**config.mk**
```make
export PLATFORM = sky130hd
export DESIGN_NAME = legv8_fetch_queue
export DESIGN_NICKNAME = d
export VERILOG_FILES = /design/src/rtl/legv8_fetch_pkg.sv /design/src/rtl/legv8_fetch_fifo.sv /design/src/rtl/legv8_fetch_queue.sv
export SDC_FILE = /design/constraint.sdc
export NUM_CORES = 1
export LEC_CHECK = 0
export BUFFER_PORTS_ARGS = -buffer_cell sky130_fd_sc_hd__buf_2
export CORE_ASPECT_RATIO = 1.2
export CORE_UTILIZATION = 54
export CTS_BUF_LIST = sky130_fd_sc_hd__clkbuf_2
export DETAILED_ROUTE_END_ITERATION = 16
export PLACE_DENSITY = 0.78
export RECOVER_POWER = 50
export SLEW_MARGIN = 10
export SYNTH_ARGS = -nofsm -noshare
export SYNTH_HDL_FRONTEND = slang
export SYNTH_SLANG_ARGS = --single-unit
```
**constraint.sdc**
```tcl
create_clock -name clk -period 3.35 [get_ports clk]
set_input_delay 0.5025 -clock clk [delete_from_list [all_inputs] [get_ports clk]]
set_output_delay 0.5025 -clock clk [all_outputs]
set_load 0.05 [all_outputs]
```
**src/rtl/legv8_fetch_pkg.sv**
```systemverilog
// Shared types and constants for the LEGv8 instruction-fetch front end.
package legv8_fetch_pkg;

    localparam int ADDR_W  = 32;
    localparam int INSTR_W = 32;

    localparam logic [ADDR_W-1:0] DEFAULT_RESET_PC = 32'h0000_0000;
    localparam logic [ADDR_W-1:0] DEFAULT_PC_STEP  = 32'h0000_0001;

    // One buffered fetch: the instruction word tagged with the PC it came from.
    typedef struct packed {
        logic [ADDR_W-1:0]  pc;
        logic [INSTR_W-1:0] instr;
    } fetch_entry_t;

endpackage

```
**src/rtl/legv8_fetch_fifo.sv**
```systemverilog
// Small synchronous FIFO of fetch entries with a single-cycle flush.
module legv8_fetch_fifo
    import legv8_fetch_pkg::*;
#(
    parameter int DEPTH = 4
) (
    input  logic                       clk,
    input  logic                       reset,
    input  logic                       push,
    input  fetch_entry_t               push_entry,
    input  logic                       pop,
    input  logic                       flush,
    output fetch_entry_t               head,
    output logic [$clog2(DEPTH+1)-1:0] count,
    output logic                       empty,
    output logic                       full
);

    localparam int CNT_W = $clog2(DEPTH + 1);
    localparam int PTR_W = $clog2(DEPTH);
    localparam logic [PTR_W-1:0] LAST_PTR  = PTR_W'(DEPTH - 1);
    localparam logic [CNT_W-1:0] FULL_CNT  = CNT_W'(DEPTH);

    fetch_entry_t       mem [DEPTH];
    logic [PTR_W-1:0]   wr_ptr;
    logic [PTR_W-1:0]   rd_ptr;
    logic               do_push;
    logic               do_pop;

    // Pointers wrap explicitly so non-power-of-two depths also work.
    function automatic logic [PTR_W-1:0] next_ptr(input logic [PTR_W-1:0] ptr);
        return (ptr == LAST_PTR) ? '0 : ptr + 1'b1;
    endfunction

    assign empty   = (count == '0);
    assign full    = (count == FULL_CNT);
    assign do_push = push && !full;
    assign do_pop  = pop && !empty;
    assign head    = mem[rd_ptr];

    // Pointer and occupancy bookkeeping; flush empties the queue outright.
    always_ff @(posedge clk or posedge reset) begin
        if (reset) begin
            wr_ptr <= '0;
            rd_ptr <= '0;
            count  <= '0;
        end else if (flush) begin
            wr_ptr <= '0;
            rd_ptr <= '0;
            count  <= '0;
        end else begin
            if (do_push) wr_ptr <= next_ptr(wr_ptr);
            if (do_pop)  rd_ptr <= next_ptr(rd_ptr);
            case ({do_push, do_pop})
                2'b10:   count <= count + 1'b1;
                2'b01:   count <= count - 1'b1;
                default: count <= count;
            endcase
        end
    end

    // Storage needs no reset: entries are only read while the count covers them.
    always_ff @(posedge clk) begin
        if (do_push && !flush) mem[wr_ptr] <= push_entry;
    end

endmodule

```
**src/rtl/legv8_fetch_queue.sv**
```systemverilog
// LEGv8 fetch front end: owns the fetch PC, issues credit-limited imem reads,
// buffers PC-tagged responses and hands them to decode; redirect flushes all.
module legv8_fetch_queue
    import legv8_fetch_pkg::*;
#(
    parameter int                DEPTH    = 4,
    parameter logic [ADDR_W-1:0] RESET_PC = DEFAULT_RESET_PC,
    parameter logic [ADDR_W-1:0] PC_STEP  = DEFAULT_PC_STEP
) (
    input  logic                       clk,
    input  logic                       reset,
    output logic                       imem_req,
    output logic [ADDR_W-1:0]          imem_addr,
    input  logic [INSTR_W-1:0]         imem_instr,
    input  logic                       redirect,
    input  logic [ADDR_W-1:0]          redirect_pc,
    output logic                       out_valid,
    output logic [INSTR_W-1:0]         out_instr,
    output logic [ADDR_W-1:0]          out_pc,
    input  logic                       out_ready,
    output logic [$clog2(DEPTH+1)-1:0] occupancy
);

    localparam int CNT_W = $clog2(DEPTH + 1);
    localparam int SUM_W = CNT_W + 1;
    localparam logic [SUM_W-1:0] CREDIT_LIMIT = SUM_W'(DEPTH);

    logic [ADDR_W-1:0] fetch_pc;
    logic [ADDR_W-1:0] inflight_pc;
    logic              inflight;
    logic              issue;
    logic              fifo_push;
    logic              fifo_pop;
    logic              fifo_empty;
    logic              fifo_full;
    logic [CNT_W-1:0]  fifo_count;
    logic [SUM_W-1:0]  credit_used;
    fetch_entry_t      push_entry;
    fetch_entry_t      head;

    // A slot is reserved for every read in flight, so a response always fits.
    assign credit_used = {1'b0, fifo_count} + {{CNT_W{1'b0}}, inflight};
    assign issue       = !redirect && !fifo_full && (credit_used < CREDIT_LIMIT);

    assign imem_req  = issue && !reset;
    assign imem_addr = fetch_pc;

    assign fifo_push        = inflight && !redirect;
    assign push_entry.pc    = inflight_pc;
    assign push_entry.instr = imem_instr;
    assign fifo_pop         = out_valid && out_ready;

    assign out_valid = !fifo_empty;
    assign out_instr = head.instr;
    assign out_pc    = head.pc;
    assign occupancy = fifo_count;

    // Fetch PC and in-flight tracking; a redirect kills the pending response.
    always_ff @(posedge clk or posedge reset) begin
        if (reset) begin
            fetch_pc    <= RESET_PC;
            inflight    <= 1'b0;
            inflight_pc <= RESET_PC;
        end else if (redirect) begin
            fetch_pc <= redirect_pc;
            inflight <= 1'b0;
        end else begin
            inflight <= issue;
            if (issue) begin
                inflight_pc <= fetch_pc;
                fetch_pc    <= fetch_pc + PC_STEP;
            end
        end
    end

    legv8_fetch_fifo #(
        .DEPTH(DEPTH)
    ) u_fifo (
        .clk        (clk),
        .reset      (reset),
        .push       (fifo_push),
        .push_entry (push_entry),
        .pop        (fifo_pop),
        .flush      (redirect),
        .head       (head),
        .count      (fifo_count),
        .empty      (fifo_empty),
        .full       (fifo_full)
    );

endmodule

```
# Word level (Yosys, flattened, before mapping)
# Memories as Yosys holds them, arrays and structs flattened.
# Index checks and enable logic that the tools add are counted.
dict set report op_classes {
  magnitude_cmp 1
  addsub 6
  n_reduce_logical 18
  muxes 13
  eq_ne 5
  bitwise 1
}
# operator n
set op_table {}
lappend op_table {{32-bit 2-to-1 mux} 2}
lappend op_table {{32-bit by 1-bit adder with 32-bit output (second input constant)} 1}
lappend op_table {{2-bit 2-to-1 mux} 6}
lappend op_table {{1-bit logical AND} 8}
lappend op_table {{2-bit == test (second input constant)} 3}
lappend op_table {{3-bit case mux with 2 select lines} 1}
lappend op_table {{2-bit nonzero test} 3}
lappend op_table {{2-bit by 1-bit adder with 2-bit output (second input constant)} 2}
lappend op_table {{3-bit by 1-bit adder with 4-bit output} 1}
lappend op_table {{1-bit zero test} 4}
lappend op_table {{4-bit by 3-bit < comparator with 1-bit output (second input constant)} 1}
lappend op_table {{3-bit by 1-bit adder with 3-bit output (second input constant)} 1}
lappend op_table {{3-bit == test (second input constant)} 1}
lappend op_table {{3-bit zero test} 1}
lappend op_table {{1-bit 2-to-1 mux} 3}
lappend op_table {{3-bit 2-to-1 mux} 1}
lappend op_table {{3-bit nonzero test} 1}
lappend op_table {{3-bit by 1-bit subtractor with 3-bit output (second input constant)} 1}
lappend op_table {{2-bit by 1-bit == test with 1-bit output (second input constant)} 1}
lappend op_table {{2-bit AND reduction} 1}
lappend op_table {{1-bit NOT} 1}
dict set report word_totals {
  memories 1
  ram_bits 256
  inputBits 68
  reg_bits 72
  output_inout_bits 101
  word_cells 51
}
# name words word_bits read_ports rd_ports_with_merged_regs write_ports line
set memory_table {}
lappend memory_table {u_fifo.mem 4 64 1 0 1 legv8_fetch_fifo.sv:24} ;# fetch_entry_t mem [DEPTH];

# Logic depth before layout (Yosys ltp)
# Gate-level depths: netlist (run 1).
dict set report depth {
  ltp_word 7
  mapped_depth 10
  depth_no_buf 9
}

# Modules after synthesis
# From an unflattened synthesis (run 1), not the netlist that was laid out.
dict set report hier_totals {
  cells_unflattened 764
  hier_area_um2 12978.7
}
# module area_per_inst_um2 seq_area_each_um2 cells_per_inst instances
set modules_own_cells {}
lappend modules_own_cells {legv8_fetch_fifo 9813.2 7862.5 400 1}
lappend modules_own_cells {legv8_fetch_queue 3165.5 1626.6 364 1}

# Least setup slack after synthesis (run 1)
# OpenSTA, ideal clock, no wires.
dict set report synth_path {
  kind {reg-to-reg}
  start {register u_fifo.count[0]}
  end {memory u_fifo.mem[0][0] in the netlist's numbering (enable)}
  n_path_buf 1
  setup_slack_ns -0.140
  required_ns 2.921
  arrival_time_ns 3.061
  synth_period_minus_slack_ns 3.490
  path_stages_with_launch 6
  setup_ns 0.429
  path_cell_list {dfrtp_1 -> clkbuf_1 -> nand2b_1 -> o21ai_0 -> nor2_1 -> and2_1}
}
dict set report synth_via {
  elab_chain_len 6
}
# item line
set synth_lines {}
lappend synth_lines {{start, declared} legv8_fetch_fifo.sv:14} ;# output logic [$clog2(DEPTH+1)-1:0] count,
lappend synth_lines {{start signal, assigned} legv8_fetch_fifo.sv:55} ;# 2'b10: count <= count + 1'b1;
lappend synth_lines {{start signal, assigned} legv8_fetch_fifo.sv:56} ;# 2'b01: count <= count - 1'b1;
lappend synth_lines {{start signal, assigned} legv8_fetch_fifo.sv:57} ;# default: count <= count;
lappend synth_lines {{3-bit == test} legv8_fetch_fifo.sv:36} ;# assign full = (count == FULL_CNT);
lappend synth_lines {{1-bit zero test} legv8_fetch_fifo.sv:37} ;# assign do_push = push && !full;
lappend synth_lines {{1-bit logical AND} legv8_fetch_fifo.sv:37}
lappend synth_lines {{1-bit logical AND} legv8_fetch_fifo.sv:64} ;# if (do_push && !flush) mem[wr_ptr] <= push_entry;
lappend synth_lines {{1-bit 2-to-1 mux} legv8_fetch_fifo.sv:64}
lappend synth_lines {{1-bit 2-to-1 mux (implied by the code)} legv8_fetch_fifo.sv:64}
lappend synth_lines {{end, declared} legv8_fetch_fifo.sv:24}
# Every way passes these cells.

# Final worst setup path (run 1)
dict set report layout_path {
  start {register u_fifo.rd_ptr[0]}
  end {output port out_instr[6]}
}
dict set report layout_via {
  elab_chain_len 1
}
# item line
set layout_lines {}
lappend layout_lines {{start, declared} legv8_fetch_fifo.sv:26} ;# logic [PTR_W-1:0] rd_ptr;
lappend layout_lines {{start signal, assigned} legv8_fetch_fifo.sv:53} ;# if (do_pop) rd_ptr <= next_ptr(rd_ptr);
lappend layout_lines {{memory read 4 x 64 bit} --}
lappend layout_lines {{end, declared} legv8_fetch_queue.sv:18} ;# output logic [INSTR_W-1:0] out_instr,
# Every way passes these cells.

==> flow_summary.json, run 1 <==
{
  "ys_types": 46,
  "crit_path_end_kind": "primary output",
  "synthTopCellsByArea": "edfxtp_1, dfrtp_1, mux4_2",
  "hold_slack_ns": 0.0800,
  "drtIter0Drc": 475,
  "use_met2": 0.370,
  "antenna_found_initial": 1,
  "worst_pin_slew_ns": 1.86,
  "synthArstFlopShare": 0.220,
  "synth_top_area_cell": "edfxtp_1",
  "violations": "capacitance limit, slew limit",
  "finClkSkew_ns": 0.0706,
  "postRouteAntennaNets": 0,
  "pin_count": 169,
  "num-nets-final": 1058,
  "grt_max_degree": 73,
  "cts.path.max_buffers": 3,
  "clkSlewWorstSetupHoldPaths_ns": 0.10,
  "r2r-start": "u_fifo.count[0]$_DFFE_PP0P_",
  "cp_max_fo": 14,
  "power_density_mw_per_mm2": 658,
  "yosysWarningCount": 0,
  "p_sw_frac": 0.336,
  "dp_hpwl_um": 16300,
  "fin_crit_ns": 3.07,
  "area.growth.synth_to_final_pct": 20.4,
  "p_leak_nw": 5.62,
  "critPathArrivalTime_ns": 2.57,
  "synth_top_area_frac": 0.599,
  "synthFlopType": "edfxtp_1",
  "setup_tns_ns": 0,
  "layout.cells.non_filler": 1359,
  "core_region_area_mm2": 0.0233,
  "slew_headroom": -0.239,
  "fmax_mhz": 325,
  "startpoint": "u_fifo.rd_ptr[0]$_DFFE_PP0P_",
  "syn_area_per_cell_um2": 18.8,
  "setup_viol": 0,
  "worst_ir_drop_vdd_v": 0.000357,
  "rows": 61,
  "status": "complete, but fails checks",
  "p_comb_frac": 0.237,
  "post-synth-top-count-cell": "edfxtp_1",
  "hold_viol_final": 0,
  "p_clk_frac": 0.254,
  "clk_latency_ns": 0.83,
  "grt_use_met3": 0.0627,
  "start_util": 0.551,
  "pre_cts_ws_ns": 0.805,
  "die_area_mm2": 0.0244,
  "cts_tree": "built",
  "gp_congestion": 0.813,
  "place_inst": 1152,
  "critPathRequiredTime_ns": 2.85,
  "drv_slew": 73,
  "root_buffer": "clkbuf_2",
  "grt_pass1_wl_um": 41100,
  "cap_violations": 1,
  "grtUsageTotal": 0.227,
  "dr.pass1.iters": 4,
  "numPortBuffers": 168,
  "crit_type": "flip-flop to primary output",
  "synth_edf_count": 256,
  "vias_per_cell": 5.45,
  "wl_per_cell_um": 19.6,
  "die_h_um": 171,
  "clock-sinks": 328,
  "vias": 7409,
  "internal-power_mw": 6.75,
  "timing.final.crit_share": 0.917,
  "rsz0062_at_grt": "false",
  "busiest_layer": "met2",
  "p_sw_mw": 3.42,
  "ys_seq_area_frac": 0.739,
  "cts_made_buffers": 78,
  "grt_pass1_vias": 7685,
  "syn-cell-area_mm2": 0.0128,
  "worstHoldStart": "out_ready",
  "layout-drive-gt1-share": 0.359,
  "setup_ws_ns": 0.278,
  "syn_inst": 683,
  "cp-start-kind": "flip-flop",
  "seqPwrFrac": 0.509,
  "grt_util_met1": 0.290,
  "grt-ovfl-total": 0,
  "ys_ff_latch": 328,
  "fillers": 1635,
  "route.detailed.drc": 0,
  "cts_resized": 0,
  "synth_fp_nets": 757,
  "die_width_um": 143,
  "synth_commonest_cells": "edfxtp_1, dfrtp_1, mux4_2, nand2_1, mux2_2",
  "htreeDepth": 3,
  "worstHoldPathType": "input port to flip-flop",
  "finalWirelength_um": 26700
}
[layout make-up]
| class | instances | area, um2 | area share |
|---|---|---|---|
| timing repair buffer | 254 | 1640 | 0.106 |
| clock buffer | 119 | 596 | 0.0385 |
| tap | 315 | 394 | 0.0255 |
| antenna | 2 | 5.00 | 0.000324 |
| sequential | 328 | 9500 | 0.615 |
| inverter | 11 | 42.5 | 0.00275 |
| multi-input combinational | 311 | 3150 | 0.204 |
| clock inverter | 19 | 134 | 0.00866 |
[power by group through the flow]
stage,Clock (mW),Sequential (mW),Combinational [mW]
after floorplan,0,5.28,1.70
after global placement,0,5.27,2.32
after detailed placement,0,5.29,2.33
after CTS,2.66,5.20,2.40
after global routing,2.87,5.23,2.55
final,2.58,5.18,2.41
[worst paths after layout]
path	to	cells after the start	slack, ns
min in group asynchronous	imem_addr[18]$_DFFE_PP0P_	4	0.96
max in group asynchronous	u_fifo.rd_ptr[1]$_DFFE_PP0P_	4	1.06
setup reg to reg	u_fifo.count[1]$_DFFE_PP0P_	7	0.82
hold reg to reg	u_fifo.mem[1][62]$_DFFE_PP_	0	0.49
hold / removal	u_fifo.count[1]$_DFFE_PP0P_	2	0.08
setup / recovery	out_instr[6]	3	0.28
[critical path, cell delays in order, from the launching register on]
cell and delay (ns):
dfrtp_4 0.64, buf_4 0.34, mux4_2 0.55, buf_2 0.23
[metal layers]
layer | vias to the layer above | share of wire
li1 | 3354 | -
met1 | 3737 | 0.40
met2 | 275 | 0.51
met3 | 43 | 0.062
met4 | 0 | 0.023
met5 | - | 0
[sequential cells by signal (all words and copies together) (netlist names)]
register	cells
u_fifo.rd_ptr	2
u_fifo.wr_ptr	2
inflight_pc	32
imem_addr	32
inflight	1
u_fifo.mem	256
u_fifo.count	3
[cells in the final DEF (no fill, tap or decap), types with 3 or more instances in the layout]
cell,netlist,layout
xnor2_1,16,16
ha_1,5,5
edfxtp_1,256,256
clkinv_1,0,11
xor2_1,17,17
o21ai_0,30,30
inv_1,11,10
mux4_2,64,64
nand2_1,48,48
dfrtp_1,72,70
mux2_2,32,32
nand4_1,9,10
buf_4,1,13
buf_2,8,119
nand3_1,15,16
a21oi_1,5,5
clkbuf_1,17,50
buf_12,0,3
or4_1,2,3
o21ai_1,5,5
clkbuf_2,0,121
nor4_1,3,3
dlygate4sd3_1,0,66
and2_4,0,4
nor3_1,10,10
nor2_1,14,14
[timing repair]
| action | in CTS | in global routing |
|---|---|---|
| buffers inserted | 0 | 1 |
| endpoints found under the hold margin | 209 | 0 |
| setup endpoints to repair | 0 | 32 |
| hold buffers | 66 | 0 |
[kinds of logic (layout without fill, tap and decap cells)]
family | after synthesis | count (layout) | share of synthesized area
DFF | 328 | 328 | 0.739
and+or+nand+nor | 123 | 123 | 0.0517
muxes | 98 | 98 | 0.142
AOI/OAI and AO/OA | 51 | 51 | 0.0228
buffers and inverters | 44 | 403 | 0.0151
xor gates and xnor gates | 33 | 33 | 0.0225
adders and majority gates | 6 | 6 | 0.00644
other | 0 | 2 | 0
[stage by stage]
step / util / area, um2 / power, mW
6_report: 0.664 / 15500 / 10.2
5_1_grt: 0.664 / 15500 / 10.7
4_1_cts: 0.666 / 15500 / 10.3
3_5_place_dp: 0.607 / 14100 / 7.63
3_3_place_gp: 0.607 / 14100 / 7.58
2_1_floorplan: - / 12800 / 6.98
(Power assumes the default switching activity.)
==> run 2, diff against run 1 <==
--- a/config.mk
+++ b/config.mk
@@ -11,7 +11,7 @@
 export CTS_BUF_LIST = sky130_fd_sc_hd__clkbuf_2
 export DETAILED_ROUTE_END_ITERATION = 16
 export PLACE_DENSITY = 0.78
-export RECOVER_POWER = 50
+export RECOVER_POWER = 25
 export SLEW_MARGIN = 10
 export SYNTH_ARGS = -nofsm -noshare
 export SYNTH_HDL_FRONTEND = slang
==> run 2 against run 1 <==
Net effect:
- worst setup slack worse by 0.0041 ns
- flip-flop and latch count unchanged
- critical endpoint unchanged
- utilization up 0.23 points
- the flow now finishes without violations
- global-route usage unchanged
- non-clock buffer count unchanged
- power about the same
- die area unchanged
==> flow_summary.json, run 2 (synthesis gave the netlist of run 1 again) <==
{
  "status": "completed",
  "drv_slew": 0,
  "cts.path.max_buffers": 3,
  "finClkSkew_ns": 0.0726,
  "numPortBuffers": 168,
  "cts_tree": "built",
  "vias_per_cell": 5.44,
  "cts_made_buffers": 78,
  "crit_type": "flip-flop to primary output",
  "startpoint": "u_fifo.rd_ptr[0]$_DFFE_PP0P_",
  "htreeDepth": 3,
  "place_inst": 1152,
  "worstHoldPathType": "input port to flip-flop",
  "worstHoldStart": "out_ready",
  "final_cell_mix": "edfxtp_1, buf_2, clkbuf_2, dfrtp_1, dlygate4sd3_1",
  "cp-start-kind": "flip-flop",
  "seqPwrFrac": 0.509,
  "reg2reg_depth": 7,
  "worst_ir_drop_vdd_v": 0.000356,
  "antenna_found_initial": 1,
  "clock-sinks": 328,
  "layout.cells.non_filler": 1359,
  "postRouteAntennaNets": 0,
  "path_cells": "buf_4 > mux4_2 > buf_2",
  "crit_path_end_kind": "primary output",
  "rows": 61,
  "critPathRequiredTime_ns": 2.85,
  "slew_headroom": 0.362,
  "grtUsageTotal": 0.227,
  "worstSetupEndpoint": "out_instr[6]",
  "cap_violations": 0,
  "pin_count": 169,
  "p_comb_frac": 0.237,
  "route.detailed.drc": 0,
  "cp_num_cells": 3,
  "setup_viol": 0,
  "die_h_um": 171,
  "path_delay_family": "flip-flops",
  "wl_per_cell_um": 19.6,
  "grt_pass1_wl_um": 41100,
  "reg2reg_slack_ns": 0.81,
  "core_region_area_mm2": 0.0233,
  "root_buffer": "clkbuf_2",
  "final_common_cell": "edfxtp_1",
  "drtIter0Drc": 482,
  "timing.final.crit_share": 0.918,
  "critPathArrivalTime_ns": 2.57,
  "p_sw_mw": 3.42,
  "cp_slowest_stage_delay_ns": 0.64,
  "gp_congestion": 0.813,
  "grt-ovfl-total": 0,
  "fmax_mhz": 325,
  "r2r-start": "u_fifo.count[0]$_DFFE_PP0P_",
  "worstReg2RegEnd": "u_fifo.count[1]$_DFFE_PP0P_",
  "largest_reg_flops": 256,
  "p_clk_frac": 0.253,
  "power_density_mw_per_mm2": 657,
  "vias": 7399,
  "cp_max_fo": 14,
  "dr.pass1.iters": 7,
  "num-nets-final": 1058,
  "finalWirelength_um": 26700,
  "p_leak_nw": 5.69,
  "p_sw_frac": 0.336,
  "area.growth.synth_to_final_pct": 20.8,
  "internal-power_mw": 6.76,
  "worst_pin_slew_ns": 0.956,
  "setup_tns_ns": 0,
  "rsz0062_at_grt": "false",
  "grt_pass1_vias": 7685,
  "dp_hpwl_um": 16300,
  "layout-drive-gt1-share": 0.380,
  "critPathSlowestCell": "dfrtp_4",
  "die_width_um": 143,
  "fin_crit_ns": 3.08,
  "start_util": 0.551,
  "die_area_mm2": 0.0244,
  "clk_latency_ns": 0.83,
  "clkSlewWorstSetupHoldPaths_ns": 0.09,
  "grt_max_degree": 73,
  "critPathBufInv": 2,
  "top_register": "u_fifo.mem",
  "cts_resized": 0,
  "hold_viol_final": 0
}
[run 2: cell count changes in the layout (fill, tap and decap cells not counted), moves of 2 or more]
cell,delta
buf_4,+3
clkbuf_1,-18
buf_2,+17
clkbuf_2,-2
[run 2: metal layers]
| metal | vias to the layer above | routed length (um) | GRT usage |
|---|---|---|---|
| met5 | - | 0 | 0 |
| li1 | 3348 | - | - |
| met2 | 301 | 13600 | 0.370 |
| met1 | 3704 | 10600 | 0.290 |
| met4 | 0 | 699 | 0.0921 |
| met3 | 46 | 1840 | 0.0627 |
[run 2: layout make-up]
| type | instances | area [um2] |
|---|---|---|
| tap | 315 | 394 |
| timing repair buffer | 254 | 1670 |
| antenna | 2 | 5.00 |
| inverter | 11 | 42.5 |
| clock inverter | 19 | 134 |
| clock buffer | 119 | 596 |
| sequential | 328 | 9500 |
| multi-input combinational | 311 | 3170 |
| fill | 1620 | 7770 |
[run 2: power by group through the flow]
stage | combinational [mW] | clock, mW | sequential (mW)
after floorplan | 1.70 | 0 | 5.28
after global placement | 2.32 | 0 | 5.27
after detailed placement | 2.33 | 0 | 5.29
after CTS | 2.40 | 2.66 | 5.20
after global routing | 2.56 | 2.87 | 5.24
final | 2.42 | 2.58 | 5.19
[run 2: worst min path at each step]
stage,to,slack [ns],cells past startpoint
floorplan,u_fifo.mem[0][32]$_DFFE_PP_,0.47,0
global placement,u_fifo.mem[3][44]$_DFFE_PP_,0.49,0
detailed placement,u_fifo.mem[1][62]$_DFFE_PP_,0.50,0
CTS,u_fifo.count[1]$_DFFE_PP0P_,0.01,2
global route,u_fifo.count[1]$_DFFE_PP0P_,0.03,2
finish,u_fifo.count[1]$_DFFE_PP0P_,0.08,2
[run 2: worst register-to-register path, cell delays in order, from the launching register on]
cell,delay [ns]
dfrtp_1,0.63
nand2b_1,0.18
o21ai_0,0.17
nor2_1,0.32
nor2_1,0.12
fa_1,0.51
o22ai_1,0.09
a2111oi_0,0.41
[run 2: timing repair]
action,in CTS,in global routing
hold endpoints to repair,209,0
buffers inserted,0,1
hold buffers,66,0
setup endpoints to repair,0,32
[run 2: metrics by stage]
stage / power (mW) / hold slack [ns] / utilization / worst slack (ns) / area, um2
detailed placement: 7.63 / 0.505 / 0.607 / 0.805 / 14100
global route: 10.7 / 0.0306 / 0.666 / 0.0569 / 15500
CTS: 10.3 / 0.0134 / 0.666 / 0.0259 / 15500
global placement: 7.58 / 0.491 / 0.607 / 0.923 / 14100
floorplan: 6.98 / 0.472 / - / 0.237 / 12800
finish: 10.2 / 0.0831 / 0.666 / 0.273 / 15500
==> run 3, diff against run 2 <==
--- a/config.mk
+++ b/config.mk
@@ -7,10 +7,10 @@
 export LEC_CHECK = 0
 export BUFFER_PORTS_ARGS = -buffer_cell sky130_fd_sc_hd__buf_2
 export CORE_ASPECT_RATIO = 1.2
-export CORE_UTILIZATION = 54
+export CORE_UTILIZATION = 59
 export CTS_BUF_LIST = sky130_fd_sc_hd__clkbuf_2
 export DETAILED_ROUTE_END_ITERATION = 16
-export PLACE_DENSITY = 0.78
+export PLACE_DENSITY = 0.81
 export RECOVER_POWER = 25
 export SLEW_MARGIN = 10
 export SYNTH_ARGS = -nofsm -noshare
==> constraint.sdc (replaced) <==
create_clock -name clk -period 3.5 [get_ports clk]
set_input_delay 0.525 -clock clk [delete_from_list [all_inputs] [get_ports clk]]
set_output_delay 0.525 -clock clk [all_outputs]
set_load 0.05 [all_outputs]
==> run 3 against run 2 <==
Net effect:
- utilization increased by 6.2 points
- sequential share of layout area grew 0.53 points
- critical endpoint is now out_pc[24]
- power shrank 5.7%
- flip-flop and latch count unchanged
- combinational power is 5% lower
- worst setup slack better by 0.076 ns
==> flow_summary.json, run 3 (synthesis gave the netlist of run 1 again) <==
{
  "final_common_cell": "edfxtp_1",
  "worstHoldStart": "out_ready",
  "clk_latency_ns": 0.80,
  "cts.path.max_buffers": 3,
  "cts_resized": 0,
  "postRouteAntennaNets": 0,
  "p_leak_nw": 5.65,
  "layout-drive-gt1-share": 0.375,
  "reg2reg_slack_ns": 0.71,
  "clock-sinks": 328,
  "fin_crit_ns": 3.15,
  "r2r-start": "u_fifo.count[0]$_DFFE_PP0P_",
  "start_util": 0.608,
  "gp_congestion": 0.827,
  "htreeDepth": 3,
  "fin_util": 0.728,
  "cap_violations": 0,
  "worst_hold_path.num_cells": 2,
  "cp-start-kind": "flip-flop",
  "rsz0062_at_grt": "false",
  "reg2reg_depth": 7,
  "timing.final.crit_share": 0.900,
  "p_sw_mw": 3.21,
  "drv_slew": 0,
  "grt_pass1_wl_um": 41100,
  "setup_viol": 0,
  "cp_slowest_stage_delay_ns": 1.10,
  "seqPwrFrac": 0.518,
  "critPathRequiredTime_ns": 2.97,
  "fillers": 1315,
  "crit_path_end_kind": "primary output",
  "vias_per_cell": 5.74,
  "root_buffer": "clkbuf_2",
  "regArea_mm2": 0.00950,
  "num-nets-final": 1052,
  "grt_pass1_vias": 8100,
  "route.detailed.drc": 0,
  "power_density_mw_per_mm2": 624,
  "grt-ovfl-total": 0,
  "setup_tns_ns": 0,
  "core_region_area_mm2": 0.0211,
  "dr.pass1.iters": 5,
  "numPortBuffers": 168,
  "finalWirelength_um": 26600,
  "p_sw_frac": 0.335,
  "critPathArrivalTime_ns": 2.63,
  "grt_max_degree": 73,
  "critPathSlowestCell": "dfrtp_4",
  "hold_viol_final": 0,
  "fmax_mhz": 317,
  "rows": 58,
  "clkSlewWorstSetupHoldPaths_ns": 0.11,
  "slew_headroom": 0.335,
  "largest_reg_flops": 256,
  "grtUsageTotal": 0.249,
  "dp_hpwl_um": 16200,
  "pin_count": 169,
  "min_to": "u_fifo.count[0]$_DFFE_PP0P_",
  "path_cells": "mux4_2 > buf_2",
  "final_cell_mix": "edfxtp_1, buf_2, clkbuf_2, dfrtp_1, dlygate4sd3_1",
  "cts_made_buffers": 75,
  "drtIter0Drc": 407,
  "internal-power_mw": 6.39,
  "p_comb_frac": 0.238,
  "antenna_found_initial": 1,
  "multi_input_area_mm2": 0.00317,
  "worst_pin_slew_ns": 0.998,
  "cts_tree": "built",
  "top_register": "u_fifo.mem",
  "worst_ir_drop_vdd_v": 0.000437,
  "vias": 7522,
  "die_width_um": 137,
  "hold_slack_ns": 0.126,
  "area.growth.synth_to_final_pct": 19.8,
  "p_clk_frac": 0.244,
  "worstHoldPathType": "input port to flip-flop",
  "finClkSkew_ns": 0.0525,
  "wl_per_cell_um": 20.3,
  "die_h_um": 164,
  "status": "completed",
  "worstReg2RegEnd": "u_fifo.count[1]$_DFFE_PP0P_",
  "crit_type": "flip-flop to primary output",
  "die_area_mm2": 0.0223,
  "cp_max_fo": 65
}
==> run 3: repair_timing <==
action / in CTS / in global routing
hold buffers: 66 / 0
endpoints found under the hold margin: 181 / 0
setup buffers: 0 / 1
endpoints found under the setup margin: 0 / 8
==> run 3: how the worst max path moves through the flow <==
| stage | slack, ns | cells after the start | to | startpoint |
|---|---|---|---|---|
| 6_report | 0.35 | 2 | out_pc[24] | u_fifo.rd_ptr[1]$_DFFE_PP0P_ |
| 5_1_grt | 0.21 | 3 | out_pc[2] | u_fifo.rd_ptr[0]$_DFFE_PP0P_ |
| 4_1_cts | 0.05 | 3 | out_instr[11] | u_fifo.rd_ptr[0]$_DFFE_PP0P_ |
| 3_5_place_dp | 0.82 | 5 | u_fifo.mem[1][14]$_DFFE_PP_ | u_fifo.count[0]$_DFFE_PP0P_ |
| 3_3_place_gp | 0.98 | 3 | out_instr[11] | u_fifo.rd_ptr[0]$_DFFE_PP0P_ |
| 2_1_floorplan | 0.01 | 5 | u_fifo.mem[0][0]$_DFFE_PP_ | u_fifo.count[0]$_DFFE_PP0P_ |
==> run 3: final cells by class <==
| class | count | share of cell area |
|---|---|---|
| clock inverter | 18 | 0.00635 |
| tap | 270 | 0.0220 |
| inverter | 11 | 0.00277 |
| timing repair buffer | 251 | 0.106 |
| sequential | 328 | 0.618 |
| antenna | 1 | 0.000163 |
| clock buffer | 120 | 0.0391 |
| multi-input combinational | 311 | 0.206 |
==> run 3: critical path: cells and delay by family, from the launching register on <==
family / cells / cell delay (ns)
buffers and inverters: 1 / 0.24
DFF: 1 / 1.10
muxes: 1 / 0.45
==> run 3: routing by layer <==
layer	track usage	wire, um	vias up
met5	0	0	-
met4	0.122	848	0
met3	0.0627	1860	80
met2	0.425	13800	339
met1	0.294	10000	3764
li1	-	-	3339
==> run 3: power by group through the flow <==
stage | clock (mW) | sequential (mW) | combinational, mW
2_1_floorplan | 0 | 5.06 | 1.62
4_1_cts | 2.41 | 5.00 | 2.27
5_1_grt | 2.59 | 5.02 | 2.41
3_5_place_dp | 0 | 5.08 | 2.20
6_report | 2.34 | 4.98 | 2.29
3_3_place_gp | 0 | 5.04 | 2.16
==> run 3: per-stage QoR <==
step                      worst slack [ns]  total power, mW  std cells  instance area (um2)
final                                0.349             9.60       1310                15400
after global routing                 0.207             10.0       1310                15400
after floorplan                     0.0103             6.68        683                12800
after global placement               0.982             7.20       1104                14000
after CTS                           0.0523             9.67       1308                15400
after detailed placement             0.823             7.29       1104                14000
